<file path="src/rtl/instr_mem_loader.sv">
// instr_mem_loader: receives a framed byte stream (16-bit word count, count
// little-endian 32-bit instructions, XOR checksum byte). It writes each
// instruction to the instruction memory at byte address word_index*4. The
// core is held until the whole image has arrived and the checksum matches.
module instr_mem_loader #(
  parameter int DEPTH = 32
) (
  input  logic        Clock,
  input  logic        Reset,
  input  logic        Start,
  input  logic [7:0]  Byte_In,
  input  logic        Byte_Valid,
  output logic        Byte_Ready,
  output logic        Mem_Write_Enable,
  output logic [31:0] Mem_Write_Address,
  output logic [31:0] Mem_Write_Data,
  output logic        Cpu_Hold,
  output logic        Load_Done,
  output logic        Load_Error,
  output logic [15:0] Words_Loaded
);

  typedef enum logic [2:0] {
    S_IDLE,
    S_COUNT_LO,
    S_COUNT_HI,
    S_DATA,
    S_CHECK,
    S_DONE,
    S_ERROR
  } state_e;

  localparam logic [15:0] DepthW = 16'(DEPTH);

  state_e      state_q, state_d;
  logic [15:0] count_q, count_d;
  logic [1:0]  byte_idx_q, byte_idx_d;
  logic [31:0] asm_q, asm_d;        // partial word; only bytes 0..2 are ever used
  logic [7:0]  csum_q, csum_d;
  logic [15:0] words_q, words_d;
  logic        we_q, we_d;
  logic [31:0] waddr_q, waddr_d;
  logic [31:0] wdata_q, wdata_d;
  logic        accept;
  logic [15:0] count_full;

  // State register and datapath registers; Reset wins over any other input.
  always_ff @(posedge Clock) begin
    // NOTE: sequential state uses non-blocking assignments so every register
    // samples the pre-edge values regardless of statement order.
    if (Reset) begin
      state_q    <= S_IDLE;
      count_q    <= '0;
      byte_idx_q <= '0;
      asm_q      <= '0;
      csum_q     <= '0;
      words_q    <= '0;
      we_q       <= 1'b0;
      waddr_q    <= '0;
      wdata_q    <= '0;
    end else begin
      state_q    <= state_d;
      count_q    <= count_d;
      byte_idx_q <= byte_idx_d;
      asm_q      <= asm_d;
      csum_q     <= csum_d;
      words_q    <= words_d;
      we_q       <= we_d;
      waddr_q    <= waddr_d;
      wdata_q    <= wdata_d;
    end
  end

  // Next-state logic: frame parsing, word assembly and write issue.
  always_comb begin
    // NOTE: every variable gets a default first so no path leaves one
    // unassigned, which would otherwise infer a latch.
    state_d    = state_q;
    count_d    = count_q;
    byte_idx_d = byte_idx_q;
    asm_d      = asm_q;
    csum_d     = csum_q;
    words_d    = words_q;
    we_d       = 1'b0;           // the strobe is never held past one cycle
    waddr_d    = waddr_q;
    wdata_d    = wdata_q;
    count_full = {Byte_In, count_q[7:0]};
    accept     = Byte_Valid && Byte_Ready;

    unique case (state_q)
      S_IDLE, S_DONE, S_ERROR: begin
        if (Start) begin
          words_d    = '0;
          csum_d     = '0;
          byte_idx_d = '0;
          state_d    = S_COUNT_LO;
        end
      end
      S_COUNT_LO: begin
        if (accept) begin
          count_d[7:0] = Byte_In;
          state_d      = S_COUNT_HI;
        end
      end
      S_COUNT_HI: begin
        if (accept) begin
          count_d[15:8] = Byte_In;
          if (count_full > DepthW)       state_d = S_ERROR;
          else if (count_full == 16'd0)  state_d = S_CHECK;
          else                           state_d = S_DATA;
        end
      end
      S_DATA: begin
        if (accept) begin
          csum_d     = csum_q ^ Byte_In;
          byte_idx_d = byte_idx_q + 2'd1;
          if (byte_idx_q == 2'd3) begin
            // Completed word goes to its own register, so assembly of the
            // next word can continue while the write is in flight.
            wdata_d = {Byte_In, asm_q[23:0]};
            waddr_d = {14'd0, words_q, 2'b00};
            we_d    = 1'b1;
            words_d = words_q + 16'd1;
            if (words_q + 16'd1 == count_q) state_d = S_CHECK;
          end else begin
            asm_d[{byte_idx_q, 3'b000} +: 8] = Byte_In;
          end
        end
      end
      S_CHECK: begin
        if (accept) state_d = (Byte_In == csum_q) ? S_DONE : S_ERROR;
      end
      default: state_d = S_IDLE;
    endcase
  end

  // Status outputs decode directly from the state register.
  always_comb begin
    Byte_Ready = (state_q == S_COUNT_LO) || (state_q == S_COUNT_HI) ||
                 (state_q == S_DATA)     || (state_q == S_CHECK);
    Cpu_Hold   = Byte_Ready || (state_q == S_ERROR);
    Load_Done  = (state_q == S_DONE);
    Load_Error = (state_q == S_ERROR);
  end

  assign Mem_Write_Enable  = we_q;
  assign Mem_Write_Address = waddr_q;
  assign Mem_Write_Data    = wdata_q;
  assign Words_Loaded      = words_q;

endmodule
</file>
<file path="config.mk">
export PLATFORM = sky130hd
export DESIGN_NAME = instr_mem_loader
export DESIGN_NICKNAME = d
export VERILOG_FILES = /design/src/rtl/instr_mem_loader.sv
export SDC_FILE = /design/constraint.sdc
export NUM_CORES = 1
export LEC_CHECK = 0
export CAP_MARGIN = 0
export CELL_PAD_IN_SITES_DETAIL_PLACEMENT = 0
export CELL_PAD_IN_SITES_GLOBAL_PLACEMENT = 1
export CORE_ASPECT_RATIO = 1.1
export CORE_MARGIN = 3
export CORE_UTILIZATION = 42
export CTS_CLUSTER_SIZE = 12
export DETAILED_ROUTE_END_ITERATION = 10
export PLACE_DENSITY_LB_ADDON = 0.05
export SYNTH_ARGS = -nofsm -noshare
export SYNTH_HDL_FRONTEND = slang
export SYNTH_SLANG_ARGS = --single-unit
</file>
<file path="constraint.sdc">
create_clock -name Clock -period 5.4 [get_ports Clock]
set_clock_uncertainty 0.1 [all_clocks]
set_input_delay 1.35 -clock Clock [delete_from_list [all_inputs] [get_ports Clock]]
set_output_delay 1.35 -clock Clock [all_outputs]
set_load 0.02 [all_outputs]
</file>
==> out/qor.csv <==
metric,value,unit
antenna-diode-count,0,
synth_seq_area_share,40.9,%
cp_data_arrival_time,3.99,ns
drt_iter0_markers,300,
ir_worst_vdd,0.185,mV
reg_to_reg_start,state_q[2],
worst_path_most_repeated_cell,a21oi_1,
grt_pass1_wl,25000,um
filler_cell_count,1316,
worst_skew_pair.late_latency,0.41,ns
core-area,13300,um2
status,"complete, no violations",
postLayoutCellArea,7040,um2
finalWorstSetupSlack,1.65,ns
synth-compound-area-share,16.9,%
routed_via_density,5.35,
maxSlewViolCount,0,
dr.pass1.iters,4,
grt_antenna_before_repair,0,
cp_slowest_stage_delay,0.68,ns
hold_path.startpoint,Mem_Write_Address[9],
top_level_ports,97,
critical_path.endpoint_type,register,
numCtsBuffers,17,
r2r_slack,2.23,ns
worst_hold_path_type,register to register,
r2r-end,Words_Loaded[3],
number_of_flip_flops_and_latches_in_the_synthesized_netlist,118,
cts.sink_count,118,
min_period_over_period,69.5,%
synth_xor_area_share,3.79,%
placement.cell_area,6420,um2
post-place-ws,1.23,ns
layout.nets,791,
cts.root.buffer_cell,clkbuf_16,
synthMuxAreaShare,1.73,%
critical_path.max_fanout,16,
grt.total_usage,20.5,%
routed_wirelength,15300,um
clock_path_buffers,2,
fp.dieH,129,um
hold_buffers,0,
grt-ovfl-total,0,
i_o_buffers,80,
highest_layer,met4,
report.final.setup_viol,0,
min_delay_path_depth,2,
wl_met2,7520,um
tns,0,ns
ys.flop_type,dfxtp_1,
route.vias.total,5185,
netlist.top_cell.by_area,dfxtp_1,
postRouteAntennaNets,0,
synth-adder-area-share,1.30,%
cts_tree,done,
timing.fmax,267,MHz
layout-drive-gt1-share,5.85,%
final.min_clock_period,3.75,ns
met3_wire_len,749,um
worst-r2r-cell-count,6,
clk_transition_reported_paths,0.05,ns
syn-cell-area,5780,um2
first_global_vias,4871,
main_combinational_cell_family_by_area_after_synthesis,simple AND/OR/NAND/NOR gates,
synth-edff-count,0,
timing.critical_path.from_type,input pin,
cts-htree-levels,4,
floorplan.initialDensity,43.4,%
synthCells,734,
syn_to_final_growth,21.9,%
power_density,365,nW/um2
row_count,44,
power,2.57,mW
cp_data_required_time,5.64,ns
place_congestion,0.840,
timing_worst_slew_pin_value,1.26,ns
dieArea,15200,um2
yosys_warns,0,
detail_route.wl_per_cell,15.8,um
critical-path-slowest-cell,a21oi_1,
power.static_leakage,2.39,nW
syn_area_per_cell,7.87,um2
ys_async_sr_fraction,0,%
cts_setup_buffers,0,
max_transition_margin,15.7,%
post_synth_and_or_nand_nor_area_fraction,27.0,%
cap_viol_max_count,0,
dp_hpwl,9980,um
yosysUniqueCellTypes,63,
post-synth-top-area-fraction,40.9,%
synth.area.top_cells,"dfxtp_1 (41%), nand2_1 (10%), a21oi_1 (9.6%), nand3_1 (3.1%), nor2_1 (2.9%)",
drt_drc_violations_left,0,
path_cells,clkdlybuf4s50_1 -> and3_1 -> a21oi_1 -> o21bai_1 -> o21ai_0 -> a21oi_1,
die_w,118,um
timing.hold.worst_endpoint,Mem_Write_Address[9],
setup.worst_path.class,input pin to register,
rsz_0062_raised_after_global_routing,no,
detail_route.wirelength.met1,6740,um
cts-resized-gates,0,
largest_net_degree_at_the_start_of_global_routing,65,
final-hold-violation-count,0,
synthesized netlist by cell type, drive strengths merged, types with 3 or more instances:
library cell  count
nand2           155
dfxtp           118
a21oi           111
nor2             45
buf              44
nand3            37
clkbuf           33
o21ai            30
xnor2            17
nand3b           14
nand4            11
mux2i            10
nor3              9
nor4              9
xor2              8
inv               7
nor3b             7
ha                6
and2              5
and3              5
or3               5
a22oi             4
nor2b             4
or4               3
how the worst max path moves through the flow:
stage,cells after the start,start,endpoint
final,6,Byte_Valid,Words_Loaded[3]
after global placement,6,Byte_Valid,Words_Loaded[5]
after floorplan,7,Byte_In[0],state_q[1]
after global routing,6,Byte_Valid,Words_Loaded[8]
after detailed placement,6,Byte_Valid,Words_Loaded[11]
after CTS,6,Byte_Valid,Words_Loaded[11]
logic make-up after synthesis:
kind of cell | Yosys count
adder cells (fa/ha/maj) | 6
AO/OA/AOI/OAI | 173
buffers and inverters | 84
XOR/XNOR | 25
multiplexers | 10
other | 1
flip-flops | 118
AND/OR/NAND/NOR | 317
critical path: cells and delay by family:
kind | cells | cell delay, ns
AND/OR/NAND/NOR | 1 | 0.38
AO/OA/AOI/OAI | 4 | 1.75
buffers and inverters | 1 | 0.51
flip-flops by register name (all words and copies together), names as in the netlist:
register           flops
Words_Loaded          16
Mem_Write_Address     16
asm_q                 24
Mem_Write_Enable       1
byte_idx_q             2
count_q               16
Mem_Write_Data        32
state_q                3
csum_q                 8
where the power goes:
group	switching [mW]	internal, mW	total (mW)
Clock	0.387	0.795	1.18
Combinational	0.256	0.167	0.424
Sequential	0.0601	0.902	0.963
layer usage:
| metal | vias up | global-route usage, % |
|---|---|---|
| met1 | 2454 | 25.6 |
| li1 | 2573 | - |
| met2 | 138 | 34.0 |
| met3 | 20 | 5.41 |
| met5 | - | 0 |
| met4 | 0 | 8.34 |
cells in the final DEF (no fill, tap or decap), types with 16 or more instances in the layout:
cell type        count
clkdlybuf4s50_1     79
nand2_1            153
clkbuf_16           17
a21oi_1            111
nand3_1             36
o21ai_0             27
dfxtp_1            118
nor2_1              45
conb_1              16
xnor2_1             17
through the flow:
| step | hold slack, ns | utilization, % | cells |
|---|---|---|---|
| floorplan | 0.332 | - | 749 |
| global placement | 0.339 | 48.2 | 938 |
| detailed placement | 0.347 | 48.2 | 938 |
| CTS | 0.354 | 52.9 | 970 |
| global route | 0.369 | 52.9 | 970 |
| finish | 0.350 | 52.9 | 970 |
cell type report:
| class | instances | area [um2] | area share, % |
|---|---|---|---|
| clock inverters | 8 | 146 | 2.08 |
| repair buffers | 82 | 813 | 11.5 |
| flip-flops and latches | 118 | 2360 | 33.5 |
| well taps | 184 | 230 | 3.27 |
| multi-input cells | 547 | 2990 | 42.5 |
| inverters | 7 | 26.3 | 0.373 |
| clock buffers | 24 | 472 | 6.70 |
No activity file was read; power rests on OpenSTA's default activity.
